<file path="config.mk">
export PLATFORM = sky130hd
export DESIGN_NAME = wdt_reset_requester
export DESIGN_NICKNAME = d
export VERILOG_FILES = /design/src/rtl/wdt_reset_requester.sv
export SDC_FILE = /design/constraint.sdc
export NUM_CORES = 1
export LEC_CHECK = 0
export ABC_AREA = 1
export BUFFER_PORTS_ARGS = -buffer_cell sky130_fd_sc_hd__buf_2
export CELL_PAD_IN_SITES_DETAIL_PLACEMENT = 0
export CELL_PAD_IN_SITES_GLOBAL_PLACEMENT = 1
export CORE_ASPECT_RATIO = 1.2
export CORE_MARGIN = 3
export CORE_UTILIZATION = 43
export DETAILED_ROUTE_END_ITERATION = 10
export GPL_TIMING_DRIVEN = 0
export PLACE_DENSITY = 0.84
export SETUP_SLACK_MARGIN = 0.05
export SLEW_MARGIN = 20
export SYNTH_ARGS = -nofsm -noshare
export SYNTH_HDL_FRONTEND = slang
export SYNTH_SLANG_ARGS = --single-unit
</file>
<file path="constraint.sdc">
create_clock -name clk -period 1.8 [get_ports clk]
set_input_delay 0.36 -clock clk [delete_from_list [all_inputs] [get_ports clk]]
set_output_delay 0.36 -clock clk [all_outputs]
set_load 0.01 [all_outputs]
</file>
<file path="src/rtl/wdt_reset_requester.sv">
// Watchdog and reset requester for the PicoBlaze subsystem. Optional lock-loss
// monitoring is compiled in when WDT_LOCK_MONITOR_EN is defined.
module wdt_reset_requester #(
  parameter logic [7:0] BASE_PORT = 8'h40,
  parameter int         PRESCALE  = 1000,
  parameter int         PULSE_LEN = 16
) (
  input  logic       clk,
  input  logic       reset,
  input  logic [7:0] port_id,
  input  logic [7:0] out_port,
  input  logic       write_strobe,
  input  logic       locked,
  output logic [7:0] in_port,
  output logic       reset_req,
  output logic       running
);

  localparam logic [15:0] PRESC_LAST = 16'(PRESCALE - 1);
  localparam logic [7:0]  PULSE_LAST = 8'(PULSE_LEN - 1);
  localparam logic [7:0]  KICK_KEY   = 8'hA5;

  typedef enum logic [1:0] {S_IDLE, S_RUN, S_FIRE} state_t;

  state_t      state, state_n;
  logic        en;
  logic        lockmon;
  logic [7:0]  reload;
  logic [7:0]  count;
  logic [15:0] presc;
  logic [7:0]  pulse_cnt;
  logic        wdt_cause = 1'b0;
  logic        lock_cause;
  logic        lock_trip;

  logic [7:0] sel;
  logic       wr, wr_ctrl, wr_reload, wr_kick, wr_status;
  logic       kick_ok, tick, terminal;
  logic       fire_wdt, fire_lock, fire_any;

  assign sel       = port_id - BASE_PORT;
  assign wr        = write_strobe && (state != S_FIRE);
  assign wr_ctrl   = wr && (sel == 8'd0);
  assign wr_reload = wr && (sel == 8'd1);
  assign wr_kick   = wr && (sel == 8'd2);
  assign wr_status = wr && (sel == 8'd3);
  assign kick_ok   = wr_kick && (out_port == KICK_KEY);
  assign tick      = (state == S_RUN) && (presc == PRESC_LAST);
  assign terminal  = tick && (count == 8'd0);

`ifdef WDT_LOCK_MONITOR_EN
  logic lock_low_q;
  logic lock_cause_q = 1'b0;

  // Two consecutive low samples of locked are required to trip.
  assign lock_trip  = lockmon && !locked && lock_low_q;
  assign lock_cause = lock_cause_q;

  always_ff @(posedge clk) begin
    if (reset) begin
      lock_low_q <= 1'b0;
      lockmon    <= 1'b0;
    end else begin
      lock_low_q <= !locked;
      if (wr_ctrl && !fire_any) lockmon <= out_port[1];
    end
  end

  always_ff @(posedge clk) begin
    if (!reset) begin
      if (fire_lock)                    lock_cause_q <= 1'b1;
      else if (wr_status && out_port[1]) lock_cause_q <= 1'b0;
    end
  end
`else
  logic unused_locked;

  assign unused_locked = locked;
  assign lock_trip     = 1'b0;
  assign lockmon       = 1'b0;
  assign lock_cause    = 1'b0;
`endif

  always_comb begin
    state_n   = state;
    fire_wdt  = 1'b0;
    fire_lock = 1'b0;
    case (state)
      S_IDLE: if (wr_ctrl && out_port[0]) state_n = S_RUN;
      S_RUN: begin
        // A disable write overrides every fire source in the same cycle.
        if (wr_ctrl && !out_port[0]) begin
          state_n = S_IDLE;
        end else begin
          fire_wdt  = terminal && !kick_ok;
          fire_lock = lock_trip;
          if (fire_wdt || fire_lock) state_n = S_FIRE;
        end
      end
      S_FIRE: if (pulse_cnt == PULSE_LAST) state_n = S_IDLE;
      default: state_n = S_IDLE;
    endcase
  end

  assign fire_any = fire_wdt || fire_lock;

  always_ff @(posedge clk) begin
    if (reset) state <= S_IDLE;
    else       state <= state_n;
  end

  always_ff @(posedge clk) begin
    if (reset) begin
      en        <= 1'b0;
      reload    <= 8'hFF;
      count     <= 8'd0;
      presc     <= 16'd0;
      pulse_cnt <= 8'd0;
      in_port   <= 8'd0;
    end else begin
      if (fire_any)     en <= 1'b0;
      else if (wr_ctrl) en <= out_port[0];

      if (wr_reload) reload <= out_port;

      if (state == S_IDLE && state_n == S_RUN) begin
        count <= reload;
        presc <= 16'd0;
      end else if (state == S_RUN) begin
        if (fire_any) begin
          count <= 8'd0;
          presc <= 16'd0;
        end else if (kick_ok) begin
          count <= reload;
          presc <= 16'd0;
        end else begin
          presc <= tick ? 16'd0 : presc + 16'd1;
          if (tick && count != 8'd0) count <= count - 8'd1;
        end
      end else begin
        presc <= 16'd0;
      end

      pulse_cnt <= (state == S_FIRE) ? pulse_cnt + 8'd1 : 8'd0;

      case (sel)
        8'd0:    in_port <= {6'd0, lockmon, en};
        8'd1:    in_port <= reload;
        8'd2:    in_port <= count;
        8'd3:    in_port <= {5'd0, running, lock_cause, wdt_cause};
        default: in_port <= 8'd0;
      endcase
    end
  end

  // Cause bits deliberately ignore reset so firmware can read them afterwards.
  always_ff @(posedge clk) begin
    if (!reset) begin
      if (fire_wdt)                      wdt_cause <= 1'b1;
      else if (wr_status && out_port[0]) wdt_cause <= 1'b0;
    end
  end

  assign reset_req = (state == S_FIRE);
  assign running   = (state == S_RUN);

endmodule

</file>
# Yosys cells after proc, flatten, opt, wreduce, memory -nomap -nowiden
# Index checks and enable logic that the tools add are counted.
# word_totals
regBits,52
input_bits,20
output_inout_bits,10
word_cells,67
# op_classes
addsub,4
eq_ne,10
mux,14
bitwise_logic,3
n_reduce_logical,28
# op_table
cell,n
$mux 8,5
$pmux 8 s4,1
$add 16x1->16 const B,1
$eq 16x10->1 const B,1
$eq 8x2->1 const B,2
$logic_not 8->1,2
$logic_and 1x1->1,14
$add 8x1->8 const B,1
$eq 8x1->1 const B,1
$eq 8x4->1 const B,1
$eq 8x8->1 const B,1
$mux 2,4
$reduce_bool 8->1,1
$sub 8x1->8 const B,1
$sub 8x7->8 const B,1
$pmux 2 s3,1
$reduce_or 6->1,1
$eq 2x1->1 const B,2
$reduce_and 2->1,2
$reduce_bool 2->1,2
$reduce_bool 4->1,1
$reduce_or 2->1,2
$mux 1,3
$not 1->1,3
4 further kinds,5

# Longest topological paths before layout
# Gate-level depths: netlist (run 1).
# depth
depth_word,13
ltp_mapped,13
mapped_depth_nobuf,13

# Least setup slack after synthesis (run 1)
# OpenSTA, ideal clock, no wires.
# synth_timing
path_type,register to register
startpoint,register presc[0]
endpoint,register wdt_cause (enable)
arrival_time_ps,1236
t_required_ps,1466
slack_ps,230
stages_incl_launch_ff,10
period_less_slack_ps,1570
path_cell_list,dfxtp_1 > ha_1 > nand2_1 > nor2_1 > nand3_1 > nor2_2 > nand3_4 > inv_2 > nand2_1 > o41ai_1
# synth_via
elab_chain_cells,8
# synth_lines
item,line,text
from (decl),30,logic [15:0] presc;
from (signal assigned),137,presc <= tick ? 16'd0 : presc + 16'd1;
$eq 16x10->1,48,assign tick = (state == S_RUN) && (presc == PRESC_LAST);
$logic_and 1x1->1,48,
$logic_and 1x1->1,49,assign terminal = tick && (count == 8'd0);
$logic_and 1x1->1,95,fire_wdt = terminal && !kick_ok;
$mux 1,92,if (wr_ctrl && !out_port[0]) begin
$mux 1,88,case (state)
named net fire_any,39,"logic fire_wdt, fire_lock, fire_any;"
$reduce_bool 2->1 (no line),n/a,
$reduce_and 2->1 (no line),n/a,
to (signal assigned),159,if (fire_wdt) wdt_cause <= 1'b1;
to (signal assigned),160,else if (wr_status && out_port[0]) wdt_cause <= 1'b0;
to (decl),32,logic wdt_cause = 1'b0;
# The timed path passes the listed nets, and every way through them passes these cells.
# A chain may end at the register's enable or synchronous reset.

# Worst setup path in the final report (run 1)
# layout_timing
startpoint,register presc[0]
endpoint,register presc[14]
# layout_via
elab_chain_cells,10
word_cells_on_any_way,13
# layout_lines
item,line,text
$eq 16x10->1,48,
$logic_and 1x1->1,48,
$logic_and 1x1->1,49,
$logic_and 1x1->1,95,
$mux 2,97,if (fire_wdt || fire_lock) state_n = S_FIRE;
$mux 2,92,
$pmux 2 s3,88,
$eq 2x1->1,126,if (state == S_IDLE && state_n == S_RUN) begin
$logic_and 1x1->1,126,
$reduce_or 6->1 (no line),n/a,
# Parallel ways exist; a longest one is shown, timed or not.

==> results of run 1 <==
[final timing paths]
path / from / end / slack (ns)
worst min register to register: presc[0] / presc[0] / 0.45
worst max-delay path: presc[0] / presc[14] / 0.14
worst min-delay path: out_port[7] / reload[7] / 0.26
worst max register to register: presc[0] / presc[14] / 0.14
[layer usage]
layer  vias to the layer above  track usage  wire length [µm]
met5                         -            0                 0
met4                         0       0.0537               117
met3                        10       0.0363               226
met2                        31        0.316              3620
met1                      1238        0.217              3000
li1                       1393            -                 -
[tightest hold or removal path: stages]
cell and delay (ns):
sky130_fd_sc_hd__buf_2 0.09, sky130_fd_sc_hd__nand2_1 0.04, sky130_fd_sc_hd__nand3_1 0.06
[cells in the final DEF, fill, tap and decap left out, types with 3 or more instances in the layout]
master,n
sky130_fd_sc_hd__a21oi_1,21
sky130_fd_sc_hd__buf_2,28
sky130_fd_sc_hd__buf_4,9
sky130_fd_sc_hd__buf_6,4
sky130_fd_sc_hd__clkbuf_1,3
sky130_fd_sc_hd__clkbuf_8,5
sky130_fd_sc_hd__dfxtp_1,44
sky130_fd_sc_hd__dfxtp_2,7
sky130_fd_sc_hd__inv_1,29
sky130_fd_sc_hd__inv_2,19
sky130_fd_sc_hd__nand2_1,98
sky130_fd_sc_hd__nand2_2,6
sky130_fd_sc_hd__nand2_4,4
sky130_fd_sc_hd__nand3_1,23
sky130_fd_sc_hd__nand3_2,10
sky130_fd_sc_hd__nand4_1,4
sky130_fd_sc_hd__nor2_1,37
sky130_fd_sc_hd__nor2_2,17
sky130_fd_sc_hd__nor2_4,13
sky130_fd_sc_hd__nor3_1,4
sky130_fd_sc_hd__nor3_2,3
sky130_fd_sc_hd__o211ai_1,4
sky130_fd_sc_hd__o21ai_0,11
sky130_fd_sc_hd__o21ai_1,6
sky130_fd_sc_hd__xor2_1,12
[cells in the mapped netlist, types with 5 or more instances]
| master | count |
|---|---|
| sky130_fd_sc_hd__nor3_1 | 5 |
| sky130_fd_sc_hd__nand3_1 | 29 |
| sky130_fd_sc_hd__o21ai_1 | 6 |
| sky130_fd_sc_hd__xor2_1 | 12 |
| sky130_fd_sc_hd__nand2_1 | 99 |
| sky130_fd_sc_hd__inv_1 | 31 |
| sky130_fd_sc_hd__nor2_4 | 8 |
| sky130_fd_sc_hd__dfxtp_1 | 51 |
| sky130_fd_sc_hd__o21ai_0 | 11 |
| sky130_fd_sc_hd__a21oi_1 | 21 |
| sky130_fd_sc_hd__inv_2 | 19 |
| sky130_fd_sc_hd__nor2_2 | 19 |
| sky130_fd_sc_hd__nor2_1 | 40 |
| sky130_fd_sc_hd__nand2_2 | 6 |
[per-stage QoR]
stage / TNS (ns) / instances / hold slack, ns
global placement: -0.0972 / 519 / 0.428
floorplan: 0 / 407 / 0.413
finish: 0 / 537 / 0.257
CTS: 0 / 529 / 0.256
detailed placement: -0.274 / 519 / 0.443
global route: 0 / 537 / 0.271
[logic make-up after synthesis]
group	synth area share
compound gates	0.0847
simple gates	0.422
flops	0.356
fa+ha+maj	0.0169
buf+inv	0.0822
xor+xnor	0.0386
[power by group through the flow]
stage	Combinational [W]	Clock [W]	Sequential, W
floorplan	0.0000454	0	0.00118
CTS	0.0000819	0.000715	0.00115
global placement	0.0000811	0	0.00118
finish	0.0000844	0.000699	0.00115
global route	0.0000951	0.000756	0.00115
detailed placement	0.0000819	0	0.00118
[state kept, by name, indices dropped and copies added (netlist names)]
signal     count
count          8
en             1
in_port        8
presc         16
pulse_cnt      8
reload         8
state          2
wdt_cause      1
[repair_timing]
action,in CTS,in global routing
pin swaps,1,11
gates resized for setup,3,32
buffers inserted,2,8
setup endpoints to repair,3,10
[cell type report]
class / count / area share
Multi-Input combinational cell: 297 / 0.507
Sequential cell: 52 / 0.304
Timing Repair Buffer: 37 / 0.0625
Inverter: 52 / 0.0589
Tap cell: 85 / 0.0305
Clock buffer: 6 / 0.0208
Buffer: 6 / 0.0122
Clock inverter: 2 / 0.00395
==> run summary, run 1 <==
The number of levels the H-tree was split into came out at 2. Wires add up to 6970 µm. The placed instances occupy a cell area of roughly 3200 µm². The number of failing setup endpoints in the final timing report is 0. Counting buffers and inverters, the worst setup path is 10 cells deep. In the final layout, the share of cells above drive strength 1 is 0.319.

The peak per-stage delay on the critical path is about 0.37 ns. The detailed router finished its first iteration with between 80 and 90 violations. The number of antenna violations at the first check in global routing came out at 0. The final non-filler cell area came out at around 3500 µm².

The power density relative to cell area is about 560 nW/µm². The commonest register cell after synthesis is sky130_fd_sc_hd__dfxtp_1. On the critical path, the stage with the largest delay is an instance of sky130_fd_sc_hd__dfxtp_2.

Of the total power, combinational logic draws 0.044. The final number of hold-violating endpoints is 0. The total area of multi-input combinational cells is about 1800 µm². Clock latency on the worst-skew pair, taken at its later pin, is between 0.3 and 0.4 ns.

The class of the most critical setup path is reg2reg. The number of nets in the synthesized netlist came out at between 400 and 500. The fraction of post-synthesis cell area in the top cell type by area is 0.346. Counting flops with a built-in enable in the synthesized netlist gives 1. The flow ran to the end, and the final reports show no timing, DRC or antenna violations. The synthesized design spends more area on one cell type than any other, namely sky130_fd_sc_hd__dfxtp_1.

Summed over all cells, the static leakage comes to around 1.5 nW. The number of vias per cell after detailed routing came out at approximately 5.0. The part of the total power dissipated in the clock network came out at 0.361. Cell internal power was estimated by the tool at between 0.001 and 0.0015 W. The number of library cell types mapped by synthesis came out at 42. The sum of buffers and inverters on the critical path is 1. The number of global-route vias before repair is 2508.

The number of fill cells in the layout is between 600 and 700. The worst min-delay path category is in2reg. The I/O pin total came out at 30.

The count of max-cap constraint violations is 0. STA classifies the critical path startpoint as a flop. In this run the clock root is driven by a sky130_fd_sc_hd__clkbuf_8. The area of the mapped netlist came out at between 2000 and 3000 µm².

The hold buffer count at cts came out at 0. The biggest fanout along the worst timing path is 3. The routed via count is 2672.

The net switching power came out at 0.000475 W. The worst hold path depth came out at 3. In this run the remaining antenna-violating nets after routing total 0.

The cell count of the worst reg-to-reg path is 10. After synthesis the netlist holds a flip-flop and latch count of 52. The final period demand of the worst path came out at approximately 1.7 ns. The full die area came out at a little under 8000 µm².

The final standard cell utilization of the core is 0.534. TritonCTS built the clock tree. The clock passes through at most 2 buffers. The total count of max-transition violations in the final report came out at 0. The core box area is 6530 µm². Among the stages of the critical path, the cell type that occurs most often is sky130_fd_sc_hd__nand2_1. The pin slew with the least headroom to its limit came out at 0.501 ns. By area the synthesized netlist is led by sky130_fd_sc_hd__dfxtp_1 (35%), sky130_fd_sc_hd__nand2_1 (13%), sky130_fd_sc_hd__nor2_1 (5.1%). The final cycle utilization of the critical path came out at 0.923. Across every metal layer, demand over resource in global routing totals 0.180. The worst setup path is captured at a flop. The maximum ir drop on the vdd rail is between 200 and 300 µV. For this configuration, the core starts out at a cell density of 0.452.

The required arrival time at the worst endpoint is 2.05 ns. The minimum setup slack in the final design is around 0.14 ns. The power share of the sequential group came out at 0.596. The floorplan has 32 rows. The wire length of the first global-routing pass came out at about 11000 µm. The cell count after synthesis came out at roughly 410. The layout net count is 475. The count of port buffers added during placement is 27. The worst path arrival time is 1.91 ns. The average wire per standard cell came out at around 13 µm. The power consumption is 0.00194 W. The die is around 80 µm wide. After detailed routing, the number of remaining DRC violations is 0. Averaged over all synthesized cells, the footprint is approximately 7.3 µm².

The total of warnings raised by yosys is 0. The share of total power consumed by net switching came out at 0.245. The post-route clock skew is around 0.014 ns. The overflow left after global routing is 0.

The number of sinks on the clock net came out at between 50 and 60. Setup repair after global routing could not meet its margin everywhere. The area growth from synthesis to layout is 18.0%.

The overall die height is ~97 µm. The headroom to the max-slew limit came out at 0.666. The global placement routability congestion is 0.837.

Prior to clock tree synthesis, the placed netlist has a worst setup slack of -0.0457 ns. The clock input transition at the sequential cells of the worst setup and hold paths is between 0.1 and 0.15 ns. The number of detailed-route iterations in the first pass came out at 4.

The combined flip-flop and latch cell area came out at roughly 1100 µm². In the synthesized netlist the async set-or-reset flop fraction comes to 0. The CTS buffer count came out at 5. After legalization and detailed placement, the total HPWL measured 5090 µm. The top achievable clock speed came out at around 600 MHz.

The sequential cell area fraction in the yosys report came out at 0.356. In this design, the largest share of critical-path delay is due to simple AND/OR/NAND/NOR gates. The pin count of the biggest net entering global routing came out at 17. The repair_antennas step left the layout with diodes totalling 0. Traced cell by cell, the critical path runs through ha_4 > nand2_1 > inv_2 > nand2_1 > nor3_4 > nand3_2 > nor2_4 > nand2_1 > o21ai_1 > nor3b_2.
(Power assumes the default switching activity.)
==> inputs of run 2 (changes only) <==
PLACE_DENSITY = 0.9   (was 0.84)
SKIP_CTS_REPAIR_TIMING = 1   (was default)
==> run 2 against run 1 <==
Register-to-register slack worse by 0.03 ns. Flip-flop and latch count stayed put. Fmax is 1.9% lower. Design area is 2.4% lower. Sequential share of layout area is 0.77 points higher. Wire length is 5.0% lower. Critical path type unchanged. Critical endpoint unchanged.
==> run summary, run 2 (same netlist as run 1, synthesis figures left out) <==
The number of vias per cell after detailed routing came out at between 4 and 5. The die covers slightly below 8000 µm². The number of fill cells in the layout came out at ~670. The worst hold path depth is 3. Routability-driven placement finished with a final weighted congestion of 0.830.

The launch instance of the worst register-to-register path is presc[1]. The worst min-delay path category is in2reg. The maximum ir drop on the vdd rail is approximately 300 µV.

In this run the clock root is driven by a sky130_fd_sc_hd__clkbuf_8. STA classifies the critical path startpoint as a flop. The final standard cell utilization of the core came out at 0.521. The final period demand of the worst path is 1.69 ns. The worst hold margin came out at ~0.27 ns. The flow ran to the end, and the final reports show no timing, DRC or antenna violations. The number of placed instances, taps included, is ~520.

In this run, CTS created clock tree buffers numbering 5. The number of antenna violations at the first check in global routing is 0. The core box area is ~6500 µm².

The final cycle utilization of the critical path came out at 0.940. The final number of hold-violating endpoints is 0. The clock input transition at the sequential cells of the worst setup and hold paths is between 0.1 and 0.15 ns. The power density relative to cell area came out at approximately 570 nW/µm². Leaving out fill and tap cells, the most frequent cells in the layout are sky130_fd_sc_hd__nand2_1 (95), sky130_fd_sc_hd__dfxtp_1 (45), sky130_fd_sc_hd__nor2_1 (37), sky130_fd_sc_hd__inv_1 (30). The routed via count came out at 2645.

The worst register-to-register path has a setup slack of between 0.1 and 0.15 ns. Counting along the longest clock path gives a buffer depth of 2. In the routed design, unresolved DRC markers number 0. The count of max-cap constraint violations came out at 0. Static timing analysis puts the maximum clock frequency at between 500 and 600 MHz.

The count of cells in the finished layout, fillers not included, comes to 532. The pin slew with the least headroom to its limit is a little under 0.5 ns. The cell count of the worst reg-to-reg path came out at 10. The critical path goes through ha_4 > nand2_2 > inv_2 > nand2_4 > nor3_4 > nand3_2 > nor2_4 > nand2_2 > o21ai_1 > nor3b_2. Leaving out fill and tap cells, the most frequent cell in the layout is sky130_fd_sc_hd__nand2_1. The number of global-route vias before repair was 2508. The HPWL after detailed placement is 4960 µm. Wires add up to approximately 6600 µm. Summed over all layers, the global routing overflow is 0. The number of detailed-route iterations in the first pass came out at 4.

The pin count of the biggest net entering global routing is 18. The iteration-0 DRC count of the detailed router came out at 112. The wire length of the first global-routing pass came out at between 10000 and 15000 µm.

The die span in x came out at slightly above 80 µm. The startpoint identified for the worst hold timing path is out_port[3]. Setup repair after global routing could not meet its margin everywhere.

The global-route usage over all layers came out at 0.176. The required arrival time at the worst endpoint is between 2 and 2.5 ns. The clock latency of the later-clocked register in the worst-skew pair came out at between 0.3 and 0.4 ns.

The number of flip-flops in the largest register is 16. The remaining antenna violation count after routing came out at 0. The biggest fanout along the worst timing path came out at 3. The cell with the largest stage delay on the worst path is sky130_fd_sc_hd__dfxtp_2. The layout cell share with drive strength beyond 1 is 0.306. The count of port buffers added during placement came out at 27.

TritonCTS built the clock tree. For hold timing, the worst endpoint is reload[3]. Ranked by flip-flop count, first place goes to presc.

The peak per-stage delay on the critical path is 0.36 ns. The worst setup path is captured at a flop. The layout net count is 470. The total inserted antenna cells is 0. For this design the top-level I/O count stands at 30. After floorplanning, the core was divided into 32 placement rows. The critical path in this run is classified as reg2reg. The leakage dissipation is between 1.5 and 2 nW.

Counting every sink on the clock net gives between 50 and 60. The average wire per standard cell is 12.4 µm. The total count of max-transition violations in the final report is 0. The worst pin sits at a relative slew slack of 0.671.

Setup violations remaining at the end of the flow were counted as 0. The post-route clock skew came out at 0.0207 ns. In this design, the critical path's most frequently occurring cell is sky130_fd_sc_hd__nand2_2. The area added between synthesis and finish came out at 15.2%.

The initial cell density of the core came out at 0.452. The number of levels the H-tree was split into came out at 2. In this run the critical register-to-register path is captured at presc[14]. The worst path arrival time is ~1.9 ns. From bottom edge to top edge, the die measures 96.8 µm.
run 2: critical path: cells and delay by family (launching register included):
family | cells | cell delay [ns]
buf+inv | 1 | 0.09
fa+ha+maj | 1 | 0.15
flops | 1 | 0.36
simple gates | 7 | 0.90
compound gates | 1 | 0.12
run 2: power by group:
group	leakage [nW]	switching, W	internal, W
clock network	0.0489	0.000414	0.000278
registers	0.421	0.000000733	0.00115
logic	1.03	0.0000556	0.0000285
run 2: layer usage:
metal	wire, µm	vias up	global-route usage
met1	2890	1202	0.218
met4	137	0	0.0550
li1	-	1380	-
met2	3330	50	0.298
met5	0	-	0
met3	264	13	0.0382
run 2: worst max path at each step:
stage / from / endpoint / slack (ns) / cells after the start
after floorplan: presc[0] / wdt_cause / 0.23 / 9
after global placement: count[0] / wdt_cause / -0.02 / 8
after detailed placement: count[0] / wdt_cause / -0.04 / 8
after CTS: count[0] / wdt_cause / -0.05 / 8
after global routing: presc[0] / presc[14] / 0.03 / 10
final: presc[1] / presc[14] / 0.11 / 10
run 2: cell type report:
| cell class | instances | area, µm² | area share |
|---|---|---|---|
| sequential | 52 | 1060 | 0.312 |
| multi-input combinational | 297 | 1730 | 0.508 |
| timing repair buffer | 32 | 173 | 0.0508 |
| clock inverter | 3 | 20.0 | 0.00588 |
| inverter | 52 | 203 | 0.0596 |
| clock buffer | 5 | 68.8 | 0.0202 |
| buffer | 6 | 42.5 | 0.0125 |
| tap | 85 | 106 | 0.0313 |
run 2: per-stage QoR:
stage                     total power [W]  area [µm²]  setup WS [ns]  TNS (ns)
after floorplan                   0.00123        2950          0.230         0
after global placement            0.00126        3190        -0.0161   -0.0382
after detailed placement          0.00126        3190        -0.0428    -0.198
after CTS                         0.00195        3280        -0.0466   -0.0466
after global routing              0.00201        3400         0.0250         0
final                             0.00193        3400          0.108         0
==> inputs of run 3 (changes only) <==
BUFFER_PORTS_ARGS = -buffer_cell sky130_fd_sc_hd__buf_4   (was -buffer_cell sky130_fd_sc_hd__buf_2)
==> run 3 against run 2 <==
Fmax increased by 0.56%. Sequential share of layout area fell by 0.45 points. Core utilization is 0.82 points higher. Worst hold slack lost 0.012 ns. Via count shrank 0.38%. Total power down 0.18%. First-iteration DRC count is 28% lower. Design area is 1.6% higher. Sequential power about the same. Register-to-register slack hardly changed. Critical path depth rose by 1.
==> run summary, run 3 (same netlist as run 1, synthesis figures left out) <==
The flow ran to the end, and the final reports show no timing, DRC or antenna violations. The overall die height is between 90 and 100 µm. The headroom to the max-slew limit came out at 0.673. The full die area is about 8000 µm². The number of levels the H-tree was split into is 2. The worst hold path passes through 3 cells.

The biggest fanout along the worst timing path is 6. The global-route usage over all layers is 0.176. The overall routed net length came out at around 6700 µm. The number of vias per cell after detailed routing is just under 5. In the final layout, the multi-input gates occupy approximately 1700 µm². The number of antenna violations at the first check in global routing came out at 0.

Setup repair after global routing could not meet its margin everywhere. The layout cell share with drive strength beyond 1 is 0.313. Between clock sinks in the finished design, the worst skew comes to around 0.015 ns. The iteration-0 DRC count of the detailed router is 81. The number of detailed-route iterations in the first pass is 4. The uppermost layer routed is met4.

The signal on the critical path passes through inv_2 > nand2_1 > nor2_4 > nand4_4 > nor2_4 > nand3_4 > buf_4 > nand3_1 > nand2_1 > nor2_2 > nor2_2. The final number of hold-violating endpoints is 0. The setup path with the least slack is of type reg2reg. After detailed routing, the average wire length per cell comes to approximately 13 µm. The I/O pin total is 30. The routed wire length on met3 came out at 272 µm. The HPWL after detailed placement is ~5000 µm. STA puts the critical path data required time at around 2 ns. The top cell types in the final layout, fill and taps aside, are sky130_fd_sc_hd__nand2_1 (95), sky130_fd_sc_hd__dfxtp_1 (42), sky130_fd_sc_hd__nor2_1 (36), sky130_fd_sc_hd__buf_4 (33), sky130_fd_sc_hd__inv_1 (29). The register-to-register setup slack is ~0.12 ns.

The clock input transition at the sequential cells of the worst setup and hold paths is about 0.10 ns. STA classifies the critical path endpoint as a flop. The cell count of the worst reg-to-reg path is 11. Wire segments on met2 add up to about 3400 µm in the final route.

The global placement routability congestion is roughly 0.83. The maximum count of clock buffers along a single path came out at 2. The worst path arrival time came out at between 1.5 and 2 ns. The combined flip-flop and latch cell area came out at around 1100 µm². Dividing total power by cell area gives a power density of 557 nW/µm². The number of global-route vias before repair is about 2400.

The number of rows created at floorplan came out at 32. The leakage dissipation is 1.49 nW. The library cell used most frequently in the layout, excluding fill and tap cells, is sky130_fd_sc_hd__nand2_1. On the critical path, the stage with the largest delay is an instance of sky130_fd_sc_hd__dfxtp_1.

The layout net count is 470. The routed via count is 2635. The top register by number of flip-flops is presc. The sum of buffers and inverters on the critical path came out at 2. The top achievable clock speed is a little under 600 MHz. For hold timing, the worst endpoint is reload[5]. The launch instance of the worst register-to-register path is count[2]. Counting the buffers created by CTS gives 5.

Entering global routing, the biggest net connects 17 pins. The number of standard cells in the final layout excluding fillers is around 530. The area added between synthesis and finish is 17.0%. The count of max-cap constraint violations came out at 0. The count of port buffers added during placement is 27.

The power consumption came out at 0.00193 W. The overflow left after global routing came out at 0. The DRC violations left came out at 0. After detailed placement, the design holds a cell count of 519. The die span in x is 81.6 µm. The maximum ir drop on the vdd rail came out at 364 µV. Clock tree synthesis selected as its root buffer the cell sky130_fd_sc_hd__clkbuf_8. STA classifies the critical path startpoint as a flop. The count of nets left with antenna violations once routing finished came out at 0. In this run the worst hold path is classified as in2reg.

The final cycle utilization of the critical path came out at 0.935. The wire length of the first global-routing pass came out at roughly 11000 µm. The peak per-stage delay on the critical path is ~0.35 ns. The total count of max-transition violations in the final report is 0. The total routed wire length on the met1 layer came out at 2960 µm. Setup violations remaining at the end of the flow were counted as 0. The number of fill cells in the layout came out at 645. The startpoint identified for the worst hold timing path is out_port[5]. The total placed instance area came out at 3260 µm². The clock net in this run drives a total of 52 sinks.

The register with the most flip-flops in the layout has 16 of them. The finished cells cover 3460 µm². At the later pin of the worst-skew pair, clock insertion delay measures 0.32 ns.

The critical register-to-register path endpoint is count[3]. The core box area is ~6500 µm². Subtracting the final worst setup slack from the clock period gives between 1.5 and 2 ns. The initial cell density of the core came out at 0.452. Measured on the finished design, the core utilization comes to 0.530. TritonCTS built the clock tree. The pin slew with the least headroom to its limit came out at just under 0.5 ns. The cell family contributing the most delay on the critical path is simple AND/OR/NAND/NOR gates. The total inserted antenna cells came out at 0.
run 3: cell types whose count changed in the layout (fill, tap and decap cells not counted), moves of 2 or more:
| cell | delta |
|---|---|
| sky130_fd_sc_hd__dfxtp_2 | +4 |
| sky130_fd_sc_hd__dfxtp_1 | -3 |
| sky130_fd_sc_hd__inv_2 | +2 |
| sky130_fd_sc_hd__inv_4 | -2 |
| sky130_fd_sc_hd__buf_4 | +27 |
| sky130_fd_sc_hd__buf_2 | -27 |
run 3: final cells by class:
| type | instances | area share |
|---|---|---|
| multi-input combinational | 297 | 0.497 |
| buffer | 6 | 0.0123 |
| sequential | 52 | 0.307 |
| inverter | 52 | 0.0579 |
| clock buffer | 6 | 0.0210 |
| timing repair buffer | 32 | 0.0695 |
| tap | 85 | 0.0308 |
| clock inverter | 2 | 0.00398 |
run 3: worst reg2reg max path: cells and delay by family, from the launching register on:
family        cells  cell delay, ns
flops             1            0.35
simple gates      9            0.94
buf+inv           2            0.30
run 3: per-stage QoR:
| step | hold slack (ns) | setup WS (ns) | setup TNS, ns |
|---|---|---|---|
| after CTS | 0.256 | -0.0200 | -0.0200 |
| after global placement | 0.427 | -0.0251 | -0.102 |
| after floorplan | 0.413 | 0.230 | 0 |
| after global routing | 0.255 | 0.000653 | 0 |
| final | 0.259 | 0.117 | 0 |
| after detailed placement | 0.437 | -0.0728 | -0.297 |
run 3: power breakdown:
group	total [W]	switching [W]	internal, W	leakage [nW]
clock network	0.000680	0.000401	0.000278	0.0456
logic	0.0000921	0.0000533	0.0000388	1.03
registers	0.00115	0.000000777	0.00115	0.422
run 3: layer usage:
layer / vias to the layer above / track usage
li1: 1375 / -
met1: 1209 / 0.225
met2: 46 / 0.295
met3: 5 / 0.0382
met4: 0 / 0.0448
met5: - / 0
run 3: how the worst max path moves through the flow:
| stage | start | to | slack, ns | cells after the start |
|---|---|---|---|---|
| after floorplan | presc[0] | wdt_cause | 0.23 | 9 |
| after global placement | port_id[5] | reload[4] | -0.03 | 9 |
| after detailed placement | port_id[5] | reload[6] | -0.07 | 9 |
| after CTS | count[0] | wdt_cause | -0.02 | 8 |
| after global routing | presc[0] | presc[14] | 0.0007 | 10 |
| final | count[2] | count[3] | 0.12 | 11 |
